**src/rtl/instr_fetch_unit_pkg.sv**
```systemverilog
// Shared widths, encodings and the fetch-state enum for the instruction fetch slice.
package instr_fetch_unit_pkg;

  localparam int ADDR_W  = 32;
  localparam int INSTR_W = 32;

  localparam logic [INSTR_W-1:0] NOP       = '0;
  localparam logic [6:0]         HALT_CODE = 7'h7F;

  typedef enum logic [1:0] {
    IDLE      = 2'd0,
    WAIT_RESP = 2'd1,
    DROP      = 2'd2
  } fetchState_t;

  typedef struct packed {
    logic [ADDR_W-1:0]  pc;
    logic [INSTR_W-1:0] instr;
  } fetchEntry_t;

endpackage

```
**src/rtl/instr_fetch_unit_if.sv**
```systemverilog
// Bundles the PC handshake, instruction-memory bus and decode-side stream of the fetch stage.
interface instr_fetch_unit_if
  import instr_fetch_unit_pkg::*;
  ();

  logic               pcStall;
  logic [ADDR_W-1:0]  pcIn;
  logic               halt;
  logic               flush;
  logic               imemReq;
  logic [ADDR_W-1:0]  imemAddr;
  logic [INSTR_W-1:0] imemRdata;
  logic               imemValid;
  logic               idValid;
  logic [ADDR_W-1:0]  idPc;
  logic [INSTR_W-1:0] idInstr;
  logic               idReady;

  modport master (
    input  pcIn, halt, flush, imemRdata, imemValid, idReady,
    output pcStall, imemReq, imemAddr, idValid, idPc, idInstr
  );

  modport slave (
    output pcIn, halt, flush, imemRdata, imemValid, idReady,
    input  pcStall, imemReq, imemAddr, idValid, idPc, idInstr
  );

endinterface

```
**src/rtl/instr_fetch_unit_fifo.sv**
```systemverilog
// Small power-of-two FIFO holding fetched {pc, instr} entries; flush empties it in one edge.
module instr_fetch_unit_fifo #(
  parameter int DEPTH = 2,
  parameter int WIDTH = 64,
  localparam int PTR_W = $clog2(DEPTH),
  localparam int CNT_W = $clog2(DEPTH) + 1
) (
  input  logic             clk,
  input  logic             rst,
  input  logic             i_push,
  input  logic             i_pop,
  input  logic             i_flush,
  input  logic [WIDTH-1:0] i_wdata,
  output logic [WIDTH-1:0] o_rdata,
  output logic [CNT_W-1:0] o_count,
  output logic             o_empty
);

  logic [WIDTH-1:0] r_mem [DEPTH];
  logic [PTR_W-1:0] r_wrPtr;
  logic [PTR_W-1:0] r_rdPtr;
  logic [CNT_W-1:0] r_count;
  logic             w_push;
  logic             w_pop;

  // Flush and reset win over any same-cycle push or pop.
  assign w_push  = rst && !i_flush && i_push && (r_count < CNT_W'(DEPTH));
  assign w_pop   = rst && !i_flush && i_pop && (r_count != '0);
  assign o_empty = (r_count == '0);
  assign o_count = r_count;
  assign o_rdata = r_mem[r_rdPtr];

  always_ff @(posedge clk) begin
    if (w_push) begin
      r_mem[r_wrPtr] <= i_wdata;
    end
  end

  always_ff @(posedge clk) begin
    if (!rst || i_flush) begin
      r_wrPtr <= '0;
      r_rdPtr <= '0;
      r_count <= '0;
    end else begin
      if (w_push) begin
        r_wrPtr <= r_wrPtr + PTR_W'(1);
      end
      if (w_pop) begin
        r_rdPtr <= r_rdPtr + PTR_W'(1);
      end
      case ({w_push, w_pop})
        2'b10:   r_count <= r_count + CNT_W'(1);
        2'b01:   r_count <= r_count - CNT_W'(1);
        default: r_count <= r_count;
      endcase
    end
  end

endmodule

```
**src/rtl/instr_fetch_unit.sv**
```systemverilog
// Fetch stage: one outstanding instruction-memory read, buffered results presented to decode.
module instr_fetch_unit
  import instr_fetch_unit_pkg::*;
#(
  parameter int DEPTH = 2
) (
  input logic                clk,
  input logic                rst,
  instr_fetch_unit_if.master io_fetchBus
);

  localparam int CNT_W = $clog2(DEPTH) + 1;

  fetchState_t       r_state;
  logic              r_imemReq;
  logic [ADDR_W-1:0] r_imemAddr;
  logic              w_issue;
  logic              w_push;
  logic              w_pop;
  logic              w_empty;
  logic [CNT_W-1:0]  w_count;
  fetchEntry_t       w_head;
  fetchEntry_t       w_pushEntry;

  // Issuing only with free space guarantees every response has a slot.
  assign w_issue = rst && (r_state == IDLE) && !io_fetchBus.flush && !io_fetchBus.halt
                   && (w_count < CNT_W'(DEPTH));
  assign w_push  = (r_state == WAIT_RESP) && io_fetchBus.imemValid && !io_fetchBus.flush;
  assign w_pop   = !w_empty && io_fetchBus.idReady;

  assign w_pushEntry = '{pc: r_imemAddr, instr: io_fetchBus.imemRdata};

  instr_fetch_unit_fifo #(
    .DEPTH (DEPTH),
    .WIDTH ($bits(fetchEntry_t))
  ) u_fifo (
    .clk     (clk),
    .rst     (rst),
    .i_push  (w_push),
    .i_pop   (w_pop),
    .i_flush (io_fetchBus.flush),
    .i_wdata (w_pushEntry),
    .o_rdata (w_head),
    .o_count (w_count),
    .o_empty (w_empty)
  );

  always_ff @(posedge clk) begin
    if (!rst) begin
      r_state    <= IDLE;
      r_imemReq  <= 1'b0;
      r_imemAddr <= '0;
    end else begin
      case (r_state)
        IDLE: begin
          if (w_issue) begin
            r_imemReq  <= 1'b1;
            r_imemAddr <= io_fetchBus.pcIn;
            r_state    <= WAIT_RESP;
          end
        end
        WAIT_RESP: begin
          if (io_fetchBus.imemValid) begin
            r_imemReq <= 1'b0;
            r_state   <= IDLE;
          end else if (io_fetchBus.flush) begin
            r_state <= DROP;
          end
        end
        DROP: begin
          if (io_fetchBus.imemValid) begin
            r_imemReq <= 1'b0;
            r_state   <= IDLE;
          end
        end
        default: r_state <= IDLE;
      endcase
    end
  end

  assign io_fetchBus.pcStall  = !w_issue;
  assign io_fetchBus.imemReq  = r_imemReq;
  assign io_fetchBus.imemAddr = r_imemAddr;
  assign io_fetchBus.idValid  = !w_empty;
  assign io_fetchBus.idPc     = w_empty ? '0 : w_head.pc;
  assign io_fetchBus.idInstr  = w_empty ? NOP : w_head.instr;

endmodule

```
**src/flat_wrapper.sv**
```systemverilog
// flat-port wrapper written by rule: the top's interface ports become plain ports
module instr_fetch_unit_flat import instr_fetch_unit_pkg::*;
#(
  parameter int DEPTH = 2
)
  (clk, rst, io_fetchBus_pcIn, io_fetchBus_halt, io_fetchBus_flush, io_fetchBus_imemRdata, io_fetchBus_imemValid, io_fetchBus_idReady, io_fetchBus_pcStall, io_fetchBus_imemReq, io_fetchBus_imemAddr, io_fetchBus_idValid, io_fetchBus_idPc, io_fetchBus_idInstr);
  instr_fetch_unit_if io_fetchBus_i ();
  input logic clk;
  input logic rst;
  input wire logic [$bits(io_fetchBus_i.pcIn)-1:0] io_fetchBus_pcIn;
  input wire logic [$bits(io_fetchBus_i.halt)-1:0] io_fetchBus_halt;
  input wire logic [$bits(io_fetchBus_i.flush)-1:0] io_fetchBus_flush;
  input wire logic [$bits(io_fetchBus_i.imemRdata)-1:0] io_fetchBus_imemRdata;
  input wire logic [$bits(io_fetchBus_i.imemValid)-1:0] io_fetchBus_imemValid;
  input wire logic [$bits(io_fetchBus_i.idReady)-1:0] io_fetchBus_idReady;
  output wire logic [$bits(io_fetchBus_i.pcStall)-1:0] io_fetchBus_pcStall;
  output wire logic [$bits(io_fetchBus_i.imemReq)-1:0] io_fetchBus_imemReq;
  output wire logic [$bits(io_fetchBus_i.imemAddr)-1:0] io_fetchBus_imemAddr;
  output wire logic [$bits(io_fetchBus_i.idValid)-1:0] io_fetchBus_idValid;
  output wire logic [$bits(io_fetchBus_i.idPc)-1:0] io_fetchBus_idPc;
  output wire logic [$bits(io_fetchBus_i.idInstr)-1:0] io_fetchBus_idInstr;
  assign io_fetchBus_i.pcIn = io_fetchBus_pcIn;
  assign io_fetchBus_i.halt = io_fetchBus_halt;
  assign io_fetchBus_i.flush = io_fetchBus_flush;
  assign io_fetchBus_i.imemRdata = io_fetchBus_imemRdata;
  assign io_fetchBus_i.imemValid = io_fetchBus_imemValid;
  assign io_fetchBus_i.idReady = io_fetchBus_idReady;
  assign io_fetchBus_pcStall = io_fetchBus_i.pcStall;
  assign io_fetchBus_imemReq = io_fetchBus_i.imemReq;
  assign io_fetchBus_imemAddr = io_fetchBus_i.imemAddr;
  assign io_fetchBus_idValid = io_fetchBus_i.idValid;
  assign io_fetchBus_idPc = io_fetchBus_i.idPc;
  assign io_fetchBus_idInstr = io_fetchBus_i.idInstr;
  instr_fetch_unit #(.DEPTH(DEPTH)) u_core (.clk(clk), .rst(rst), .io_fetchBus(io_fetchBus_i));
endmodule
```
**config.mk**
```make
export PLATFORM = sky130hd
export DESIGN_NAME = instr_fetch_unit_flat
export DESIGN_NICKNAME = d
export VERILOG_FILES = /design/src/rtl/instr_fetch_unit_pkg.sv /design/src/rtl/instr_fetch_unit_if.sv /design/src/rtl/instr_fetch_unit_fifo.sv /design/src/rtl/instr_fetch_unit.sv /design/src/flat_wrapper.sv
export SDC_FILE = /design/constraint.sdc
export NUM_CORES = 1
export LEC_CHECK = 0
export CORE_AREA = 5 5 134 136
export DETAILED_ROUTE_END_ITERATION = 10
export DIE_AREA = 0 0 139 141
export MAX_ROUTING_LAYER = met4
export PLACE_DENSITY_LB_ADDON = 0.05
export SETUP_SLACK_MARGIN = 0.4
export SLEW_MARGIN = 10
export SYNTH_ARGS = -nofsm -noshare
export SYNTH_HDL_FRONTEND = slang
export SYNTH_SLANG_ARGS = --single-unit
```
**constraint.sdc**
```tcl
create_clock -name clk -period 12.32 [get_ports clk]
set_clock_uncertainty 0.05 [all_clocks]
set_input_delay 2.464 -clock clk [delete_from_list [all_inputs] [get_ports clk]]
set_output_delay 2.464 -clock clk [all_outputs]
set_load 0.03 [all_outputs]
```
==> impl_metrics.tcl <==
set metrics [dict create \
    chipHeight_microns 141 \
    die_area_sq_mm 0.0196 \
    timing.final.ws_setup_ns 5.13 \
    num-nets-final 701 \
    ctsLongestPathBuffers 2 \
    maximum_number_of_pins_on_one_net_before_global_route_repair 65 \
    grt.overflow.total 0 \
    cts.repair_timing.setup_buffer_count 0 \
    grt_pass1_wl_microns 22300 \
    dp_worst_setup_slack_ns 4.18 \
    number_of_sinks_driven_by_the_clock_tree 168 \
    cp-endpoint "io_fetchBus_pcStall" \
    groute.layer.met1.usage 0.192 \
    timing_hold_violations_final 0 \
    power-per-cell-area_mw_per_mm2 136 \
    p_leak_nw 2.91 \
    timing.critical_path.required_ns 9.81 \
    syn-instance-count 459 \
    finalWorstPathRequiredPeriod_ns 7.19 \
    numCtsBuffers 17 \
    postCtsResizedCells 0 \
    design.portCount 169 \
    grt-busiest-layer "met2" \
    reg2reg_slack_ns 10.06 \
    core.rowCount 48 \
    crit_buf_inv 4 \
    count_of_final_max_slew_check_failures 0 \
    crit_arrival_ns 4.68 \
    clk_latency_ns 0.41 \
    critical_path.startpoint "rst" \
    max_freq_mhz 139 \
    ys_seq_elements 168 \
    cts_tree "built" \
    setup_total_negative_slack_ns 0 \
    max_cap_viol_count 0 \
    crit_family "buffers and inverters" \
    num_vias 3956 \
    worstPathCellList "buf_2 -> nor3b_2 -> and3b_1 -> buf_4 -> inv_4 -> clkdlybuf4s50_1" \
    post_route_ant_nets 0 \
    grt_antenna_before_repair 0 \
    yosysWarnings 0 \
    worst_hold_path_type "register to register" \
    drt-total-wl_microns 14500 \
    met2_usage 0.240 \
    worst_r2r_endpoint "u_core.u_fifo.r_mem[1][26]" \
    fraction_of_the_cycle_the_final_worst_path_needs 0.584 \
    core_area_sq_mm 0.0168 \
    cp_slowest_stage_delay_ns 0.66 \
    n_fill_cell 1462 \
    synth_fp_nets 534 \
    critical_path.reg2reg.startpoint "u_core.r_state[1]" \
    area_delta_synth_final_pct 38.2 \
    detail_route.first_pass.iterations 5 \
    htree_levels 4 \
    ir_drop_uv 95.3 \
    max_slew_margin 0.233 \
    final_layout_size_suffix_gt1_frac 0.0626 \
    tightest_slew_ns 1.15 \
    num_antenna_cells 0 \
    run_status "completed" \
    finalWeightedCongestion 0.831 \
    dp_hpwl_microns 9300 \
    detail_route.drc_violations 0 \
    routedWlPerCell_microns 16.8 \
    vias_in_the_first_global_route 4013 \
    setup_violations 0 \
    setup.worst_path.class "primary input to output port" \
    dr.first_iter.drc_count 179 \
    cts.reportedPaths.clkPinSlew_ns 0.06 \
    grt.met3_usage 0.0346 \
    critical_path_cell_count 6 \
    ctsRootBufferMaster "sky130_fd_sc_hd__clkbuf_16" \
    synth_area_sq_mm 0.00645 \
    hold_buffers 0 \
    grt_setup_unrepaired "no" \
    initial_utilization 0.384 \
    syn_avg_cell_area_sq_um 14.1 \
    seq_area_frac_synth 0.720 \
    die_w_microns 139 \
    worst-r2r-cell-count 5 \
    grt.total_usage 0.151 \
    slowest_stage "sky130_fd_sc_hd__clkdlybuf4s50_1" \
    avgViaCountPerCell 4.58 \
    crit_path_start_kind "primary input" \
    port_buffers 168 \
    cp_max_fo 39 \
    ys_types 31 \
    critical_path.endpoint_type "output port" \
]
[cells by family (layout without fill, tap and decap cells)]
logic type	Yosys count	count (layout)	share of synthesized area
flops	168	168	0.720
xor+xnor	4	4	0.00543
fa+ha+maj	5	5	0.00969
compound gates	38	38	0.0442
simple gates	149	149	0.0934
mux	65	65	0.101
buf+inv	30	210	0.0269
[cells in the mapped netlist, drive strengths merged]
cell	instances	area (sq um)
nand2	67	251
o31ai	1	7.51
and3b	1	8.76
o21bai	1	7.51
clkbuf	4	15.0
ha	5	62.6
mux2i	65	651
a32o	2	20.0
nand2b	2	20.0
a21oi	1	5.00
nand3	1	5.00
or3	1	6.26
nor2b	1	6.26
o21ai	1	5.00
buf	21	138
nor2	72	270
xnor2	2	17.5
a21boi	32	240
xor2	2	17.5
nor3b	2	20.0
inv	5	21.3
edfxtp	128	3840
nand3b	2	15.0
dfxtp	40	801
[worst min-delay path by stage]
stage,cells past startpoint,slack [ns],to,start
detailed placement,0,0.42,u_core.u_fifo.r_mem[1][50],u_core.io_fetchBus.imemAddr[18]
floorplan,2,0.42,u_core.r_state[1],u_core.r_state[1]
global route,0,0.45,u_core.u_fifo.r_mem[1][52],u_core.io_fetchBus.imemAddr[20]
global placement,0,0.41,u_core.u_fifo.r_mem[0][50],u_core.io_fetchBus.imemAddr[18]
CTS,2,0.43,u_core.io_fetchBus.imemAddr[18],u_core.io_fetchBus.imemAddr[18]
finish,2,0.43,u_core.io_fetchBus.imemAddr[18],u_core.io_fetchBus.imemAddr[18]
[metrics by stage]
stage	cells	power [W]	utilization	cell area (sq um)	hold WS, ns
5_1_grt	864	0.00126	0.531	8920	0.453
3_5_place_dp	832	0.000702	0.495	8330	0.422
6_report	864	0.00121	0.531	8920	0.431
2_1_floorplan	459	0.000661	-	6450	0.421
4_1_cts	864	0.00123	0.531	8930	0.435
3_3_place_gp	832	0.000700	0.495	8330	0.412
[area by class of cell]
class                           instances  area (sq um)  share of cell area
Sequential cell                       168          4650               0.521
Timing Repair Buffer                  173          1710               0.192
Multi-Input combinational cell        261          1660               0.186
Clock buffer                           26           510              0.0572
Tap cell                              225           282              0.0316
Clock inverter                          6          86.3             0.00968
Inverter                                5          21.3             0.00238
[flip-flops by register name, summed over array words and instances, names as in the netlist, named ones only]
name and count:
u_core.u_fifo.r_mem 128, u_core.io_fetchBus.imemAddr 32, u_core.r_state 2, u_core.u_fifo.o_count 2, u_core.io_fetchBus.imemReq 1, u_core.u_fifo.r_rdPtr 1
u_core.u_fifo.r_wrPtr 1
[cell usage in the layout, fill, tap and decap left out, types with 3 or more instances in the layout]
cell type | netlist | layout
sky130_fd_sc_hd__dfxtp_1 | 40 | 39
sky130_fd_sc_hd__edfxtp_1 | 128 | 128
sky130_fd_sc_hd__nor2_1 | 72 | 69
sky130_fd_sc_hd__a21boi_1 | 29 | 29
sky130_fd_sc_hd__buf_4 | 1 | 5
sky130_fd_sc_hd__mux2i_1 | 65 | 65
sky130_fd_sc_hd__clkbuf_1 | 4 | 5
sky130_fd_sc_hd__nor2_4 | 0 | 3
sky130_fd_sc_hd__ha_1 | 5 | 5
sky130_fd_sc_hd__nand2_1 | 67 | 67
sky130_fd_sc_hd__clkbuf_16 | 0 | 18
sky130_fd_sc_hd__inv_1 | 4 | 4
sky130_fd_sc_hd__a21boi_0 | 3 | 3
sky130_fd_sc_hd__clkbuf_8 | 0 | 3
sky130_fd_sc_hd__clkdlybuf4s50_1 | 0 | 167
[layer usage]
layer,part of all wire,up-vias
met3,0.039,14
met5,0,-
li1,-,1957
met4,0.013,0
met1,0.47,1881
met2,0.48,104
[power by group]
group          internal (W)   total, W  switching, W
clock network      0.000327   0.000525      0.000198
registers          0.000615   0.000620    0.00000529
logic             0.0000358  0.0000682     0.0000325
total              0.000978    0.00121      0.000235
[worst register-to-register path, cell delays in order (launching register included)]
cell                      delay (ns)
sky130_fd_sc_hd__dfxtp_1        0.34
sky130_fd_sc_hd__inv_1          0.09
sky130_fd_sc_hd__ha_1           0.19
sky130_fd_sc_hd__nand3_1        0.28
sky130_fd_sc_hd__nor2_4         0.15
sky130_fd_sc_hd__buf_4          0.73
Power figures use the tool's default switching activity.
